==> src/rtl/sine_pkg.sv <==
// Shared widths, midscale constant and quadrant encoding for the DDS sine front end.
package sine_pkg;

    localparam int unsigned DEF_PHASE_W = 16;
    localparam int unsigned DEF_ADDR_W  = 6;
    localparam int unsigned DEF_DATA_W  = 12;
    localparam int unsigned MIDSCALE    = 1 << (DEF_DATA_W - 1);

    typedef enum logic [1:0] {
        Q0 = 2'd0,
        Q1 = 2'd1,
        Q2 = 2'd2,
        Q3 = 2'd3
    } quad_t;

endpackage

==> src/rtl/quadrant_mapper.sv <==
// Quarter-wave symmetry: SAMPLE_MODE=0 mirrors the table index in quadrants 1/3,
// SAMPLE_MODE=1 turns a ROM magnitude into an offset-binary sample (negated in quadrants 2/3).
module quadrant_mapper
    import sine_pkg::*;
#(
    parameter bit          SAMPLE_MODE = 1'b0,
    parameter int unsigned IN_W        = DEF_ADDR_W,
    parameter int unsigned OUT_W       = DEF_ADDR_W
) (
    input  quad_t             i_quad,
    input  logic [IN_W-1:0]   i_val,
    output logic [OUT_W-1:0]  o_val
);

    generate
        if (SAMPLE_MODE) begin : g_sample
            localparam logic [OUT_W:0] MID = (OUT_W + 1)'(1) << (OUT_W - 1);

            logic [OUT_W:0] w_mag_ext;
            logic           w_unused_carry;

            assign w_mag_ext = (OUT_W + 1)'(i_val);

            // Magnitude never exceeds MID-1, so the carry/borrow bit is always zero.
            always_comb begin
                {w_unused_carry, o_val} = MID + w_mag_ext;
                case (i_quad)
                    Q0, Q1:  {w_unused_carry, o_val} = MID + w_mag_ext;
                    Q2, Q3:  {w_unused_carry, o_val} = MID - w_mag_ext;
                    default: {w_unused_carry, o_val} = MID + w_mag_ext;
                endcase
            end
        end else begin : g_addr
            always_comb begin
                o_val = OUT_W'(i_val);
                case (i_quad)
                    Q1, Q3:  o_val = OUT_W'(~i_val);
                    default: o_val = OUT_W'(i_val);
                endcase
            end
        end
    endgenerate

endmodule

==> src/rtl/sine_phase_gen.sv <==
// DDS front end: phase accumulator -> quarter-wave ROM address -> symmetric offset-binary
// sample with a one-cycle valid, three edges from en to d_valid.
module sine_phase_gen
    import sine_pkg::*;
#(
    parameter int unsigned PHASE_W = DEF_PHASE_W,
    parameter int unsigned ADDR_W  = DEF_ADDR_W,
    parameter int unsigned DATA_W  = DEF_DATA_W
) (
    input  logic               clk,
    input  logic               rst_n,
    input  logic               en,
    input  logic               sync_clr,
    input  logic [PHASE_W-1:0] freq_word,
    output logic               rom_en,
    output logic [ADDR_W-1:0]  rom_addr,
    input  logic [DATA_W-1:0]  rom_data,
    output logic [DATA_W-1:0]  d_out,
    output logic               d_valid
);

    localparam logic [DATA_W-1:0] MID = DATA_W'(1) << (DATA_W - 1);

    logic [PHASE_W-1:0] r_phase;
    quad_t              r_quad_s1;
    quad_t              r_quad_s2;
    logic               r_vld_s1;
    logic               r_vld_s2;

    quad_t              w_quad;
    logic [ADDR_W-1:0]  w_idx;
    logic [ADDR_W-1:0]  w_addr;
    logic [DATA_W-2:0]  w_mag;
    logic [DATA_W-1:0]  w_sample;
    logic               w_unused_rom_msb;

    assign w_quad           = quad_t'(r_phase[PHASE_W-1 -: 2]);
    assign w_idx            = r_phase[PHASE_W-3 -: ADDR_W];
    assign w_mag            = rom_data[DATA_W-2:0];
    assign w_unused_rom_msb = rom_data[DATA_W-1];

    quadrant_mapper #(
        .SAMPLE_MODE (1'b0),
        .IN_W        (ADDR_W),
        .OUT_W       (ADDR_W)
    ) u_addr_map (
        .i_quad (w_quad),
        .i_val  (w_idx),
        .o_val  (w_addr)
    );

    quadrant_mapper #(
        .SAMPLE_MODE (1'b1),
        .IN_W        (DATA_W - 1),
        .OUT_W       (DATA_W)
    ) u_sample_map (
        .i_quad (r_quad_s2),
        .i_val  (w_mag),
        .o_val  (w_sample)
    );

    // Stage 0 addresses with the current phase, so a clear on the same edge only affects later samples.
    always_ff @(posedge clk or negedge rst_n) begin
        if (!rst_n) begin
            r_phase   <= '0;
            rom_en    <= 1'b0;
            rom_addr  <= '0;
            r_quad_s1 <= Q0;
            r_vld_s1  <= 1'b0;
            r_quad_s2 <= Q0;
            r_vld_s2  <= 1'b0;
            d_out     <= MID;
            d_valid   <= 1'b0;
        end else begin
            rom_en   <= en;
            r_vld_s1 <= en;
            if (en) begin
                rom_addr  <= w_addr;
                r_quad_s1 <= w_quad;
            end

            if (sync_clr) begin
                r_phase <= '0;
            end else if (en) begin
                r_phase <= r_phase + freq_word;
            end

            r_quad_s2 <= r_quad_s1;
            r_vld_s2  <= r_vld_s1;

            d_valid <= r_vld_s2;
            if (r_vld_s2) begin
                d_out <= w_sample;
            end
        end
    end

endmodule
==> config.mk <==
export PLATFORM = sky130hd
export DESIGN_NAME = sine_phase_gen
export DESIGN_NICKNAME = d
export VERILOG_FILES = /design/src/rtl/sine_pkg.sv /design/src/rtl/quadrant_mapper.sv /design/src/rtl/sine_phase_gen.sv
export SDC_FILE = /design/constraint.sdc
export NUM_CORES = 1
export LEC_CHECK = 0
export BUFFER_PORTS_ARGS = -buffer_cell sky130_fd_sc_hd__buf_2
export CAP_MARGIN = 20
export CORE_MARGIN = 2
export CORE_UTILIZATION = 45
export CTS_CLUSTER_SIZE = 28
export DETAILED_ROUTE_END_ITERATION = 16
export PLACE_DENSITY_LB_ADDON = 0.25
export SYNTH_ARGS = -nofsm -noshare
export SYNTH_HDL_FRONTEND = slang
export SYNTH_SLANG_ARGS = --single-unit
==> constraint.sdc <==
create_clock -name clk -period 3.46 [get_ports clk]
set_input_delay 0.692 -clock clk [delete_from_list [all_inputs] [get_ports clk]]
set_output_delay 0.692 -clock clk [all_outputs]
set_load 0.05 [all_outputs]
==> summary.txt <==
GRT
  – Initial antenna violation count: 0
  – First-pass GRT wire length: 8970 µm
  – Gr ovfl total: 0
  – Largest net degree at the start of global routing: 40
  – GRT Overall Usage: 0.1848
  – Number of global-route vias before repair: 1,958

Place
  – HPWL Detailed: 3649 µm
  – Post-Place Setup Slack: 553.8 ps
  – Final Wtd Congestion: 0.8227
  – Port bufs: 50

Yosys
  – Main synth FF type: dfrtp_1
  – Warnings, synthesis: 0
  – Synth Instances: 252
  – Syn nets: 301
  – Sequential share of the synthesized area: 0.4015
  – Fraction of registers with async set or reset after synthesis: 1.000
  – Post-Synthesis Cell Area: 2434 µm²
  – Syn Area/Cell: 9.657 µm²
  – Post-synthesis cell type count: 40
  – EDFF count, synth: 0
  – #FFs+latches synth: 39

Timing
  – TNS Setup: 0 ps
  – Final setup fails: 0
  – Final hold vios: 0
  – Setup Skew: 7.755 ps
  – Tcrit/Tclk final: 0.7436
  – Final Max Tran Viols: 0
  – Worst rel slew slack: 0.4183
  – F_max: 388.7 MHz
  – RSZ-0062 raised after global routing: no
  – PnR worst setup slack: 887.2 ps
  – Slew @ Worst Pin: 872.6 ps
  – Post-route minimum period: 2573 ps

Floorplan
  – Area of the core: 5172 µm²
  – Die Span X: 77.54 µm
  – # IOs: 52
  – Row cnt: 26
  – Initial Util: 0.4705
  – Die area: 6012 µm²
  – Die Height: 77.54 µm

Layout
  – Commonest non-fill, non-tap cell in the layout: buf_2
  – Net count, final: 347
  – Ant. Diodes: 0
  – Area delta synth->final: 17.79%
  – Share of cells above drive strength 1: 0.2274
  – Most frequent cells in the layout: 50 x buf_2, 38 x dfrtp_1, 32 x nor2_1

Clock tree
  – Num CTS Buffers: 5
  – Setup bufs post-CTS: 0
  – Hold_buf cts: 0
  – Cts repair resizes: 0
  – Htree depth: 2
  – Clk slew on worst S/H paths: 80 ps
  – CTS tree: yes
  – Worst-case clock buffer depth: 2
  – Clock Sinks: 39
  – Root buffer cell: clkbuf_8
  – Clock Latency Late Sink: 290 ps

Route
  – Vias per cell: 5.453
  – Initial DRC count: 88
  – Via count: 2,012
  – DRC violations left: 0
  – Drt total wl: 5082 µm
  – Post-DRT Antenna Nets: 0
  – DRT Pass-1 Iters: 4
  – Wire length per cell: 13.77 µm

Worst setup path
  – Buf/Inv on CP: 2
  – CP Class: in2reg
  – Cell family with most CP delay: compound AO/OA/AOI/OAI gates
  – CP Cell Sequence: buf_2 -> ha_1 -> inv_1 -> fa_1 -> nor2b_1 -> o2111a_1 -> o21ai_0 -> and2_0 -> o2111a_1 -> a311o_1
  – CP Data Required Time: 3640 ps
  – Critical Path Source Type: input pin
  – Slowest stage delay, CP: 400 ps
  – Critical Path Most Common Cell: o2111a_1
  – Reg2Reg Setup Slack: 1010 ps
  – Critical path data arrival time: 2760 ps
  – Critical path depth: 10
  – R2R cell count: 9
  – Max FO, Critical Path: 6
  – Critical Path End Type: flip-flop
  – Slowest CP cell: fa_1

Status
  – Run status: completed

Worst hold path
  – WHS Path Cells: 0
  – Hold Path Class: reg2reg

Power and ir drop
  – Max VDD drop: 0.2296 mV
  – Leakage: 1.319 nW
  – Power density cells: 582.2 nW/µm²

Job
  – # Max-Cap Violations: 0
## power breakdown
group          internal (mW)  switching, mW
logic                  0.225          0.393
clock network          0.288          0.170
registers              0.533         0.0602
total                   1.05          0.623
## final timing paths
check | to | start
max | r_phase[10]$_DFFE_PN0P_ | freq_word[0]
min | r_vld_s2$_DFF_PN0_ | r_vld_s1$_DFF_PN0_
max reg2reg | r_phase[10]$_DFFE_PN0P_ | r_phase[0]$_DFFE_PN0P_
min reg2reg | r_vld_s2$_DFF_PN0_ | r_vld_s1$_DFF_PN0_
max in group asynchronous | r_phase[15]$_DFFE_PN0P_ | rst_n
min in group asynchronous | d_out[9]$_DFFE_PN0P_ | rst_n
## cell type report
type,instances,area [µm²]
fillers,486,2306
clock inverters,2,60.06
repair buffers,51,257.7
flip-flops and latches,39,977.2
well taps,70,87.58
multi-input cells,193,1381
clock buffers,6,72.57
inverters,8,30.03
## metal layers
metal	wire length (µm)	GRT usage	up-vias
li1	-	-	1000
met1	2431	0.2552	943
met2	2293	0.2861	58
met3	263	0.03953	11
met4	93	0.06786	0
met5	0	0	-
## synth_stat cells, types with 3 or more instances
master    instances  area share
a21oi_1          26       0.053
clkbuf_1         10       0.015
o211ai_1          3      0.0093
inv_1             8       0.012
nor3b_1           3      0.0093
a211oi_1          3      0.0093
a21o_1            3      0.0093
or3_1             3      0.0077
nor2b_1           9       0.023
o2111a_1          4       0.019
a311o_1           3       0.012
a22o_1            4       0.014
dfrtp_1          38        0.39
nor2_1           32       0.049
xor2_1           12       0.043
xnor2_1          13       0.047
o21ai_0          13       0.027
nand2b_1          3      0.0077
mux2i_1           8       0.033
nand2_1           8       0.012
mux2_2            3       0.014
nand3_1           3      0.0062
ha_1             16       0.082
## stage by stage
step / total power, mW / utilization / hold WS (ps) / area (µm²) / instances
4_1_cts: 1.684 / 0.5542 / 372.2 / 2867 / 369
5_1_grt: 1.777 / 0.5542 / 388.2 / 2867 / 369
2_1_floorplan: 1.071 / - / 350.1 / 2434 / 252
3_5_place_dp: 1.219 / 0.5285 / 357.0 / 2734 / 361
6_report: 1.669 / 0.5542 / 364.4 / 2867 / 369
3_3_place_gp: 1.204 / 0.5285 / 354.3 / 2734 / 361
## sequential cells by signal (all words and copies together), names as in the netlist
name       cells
r_phase       16
d_out         12
rom_addr       6
d_valid        1
r_quad_s1      1
r_quad_s2      1
r_vld_s1       1
r_vld_s2       1
## worst register-to-register path, delay by kind of cell, from the launching register on
kind	cells	cell delay (ps)
AND/OR/NAND/NOR	2	450
flip-flops	1	350
adder cells (fa/ha/maj)	2	590
AO/OA/AOI/OAI	4	890
buffers and inverters	1	60
## logic make-up (layout without fill, tap and decap cells)
group | Yosys count | in the layout | share of synthesized area
adders and majority gates | 17 | 17 | 0.09049
xor gates and xnor gates | 25 | 25 | 0.08997
muxes | 11 | 11 | 0.04679
AOI/OAI and AO/OA | 72 | 72 | 0.2010
and+or+nand+nor | 68 | 68 | 0.1393
DFF | 39 | 39 | 0.4015
buffers and inverters | 20 | 67 | 0.03085
(Power assumes the default switching activity.)
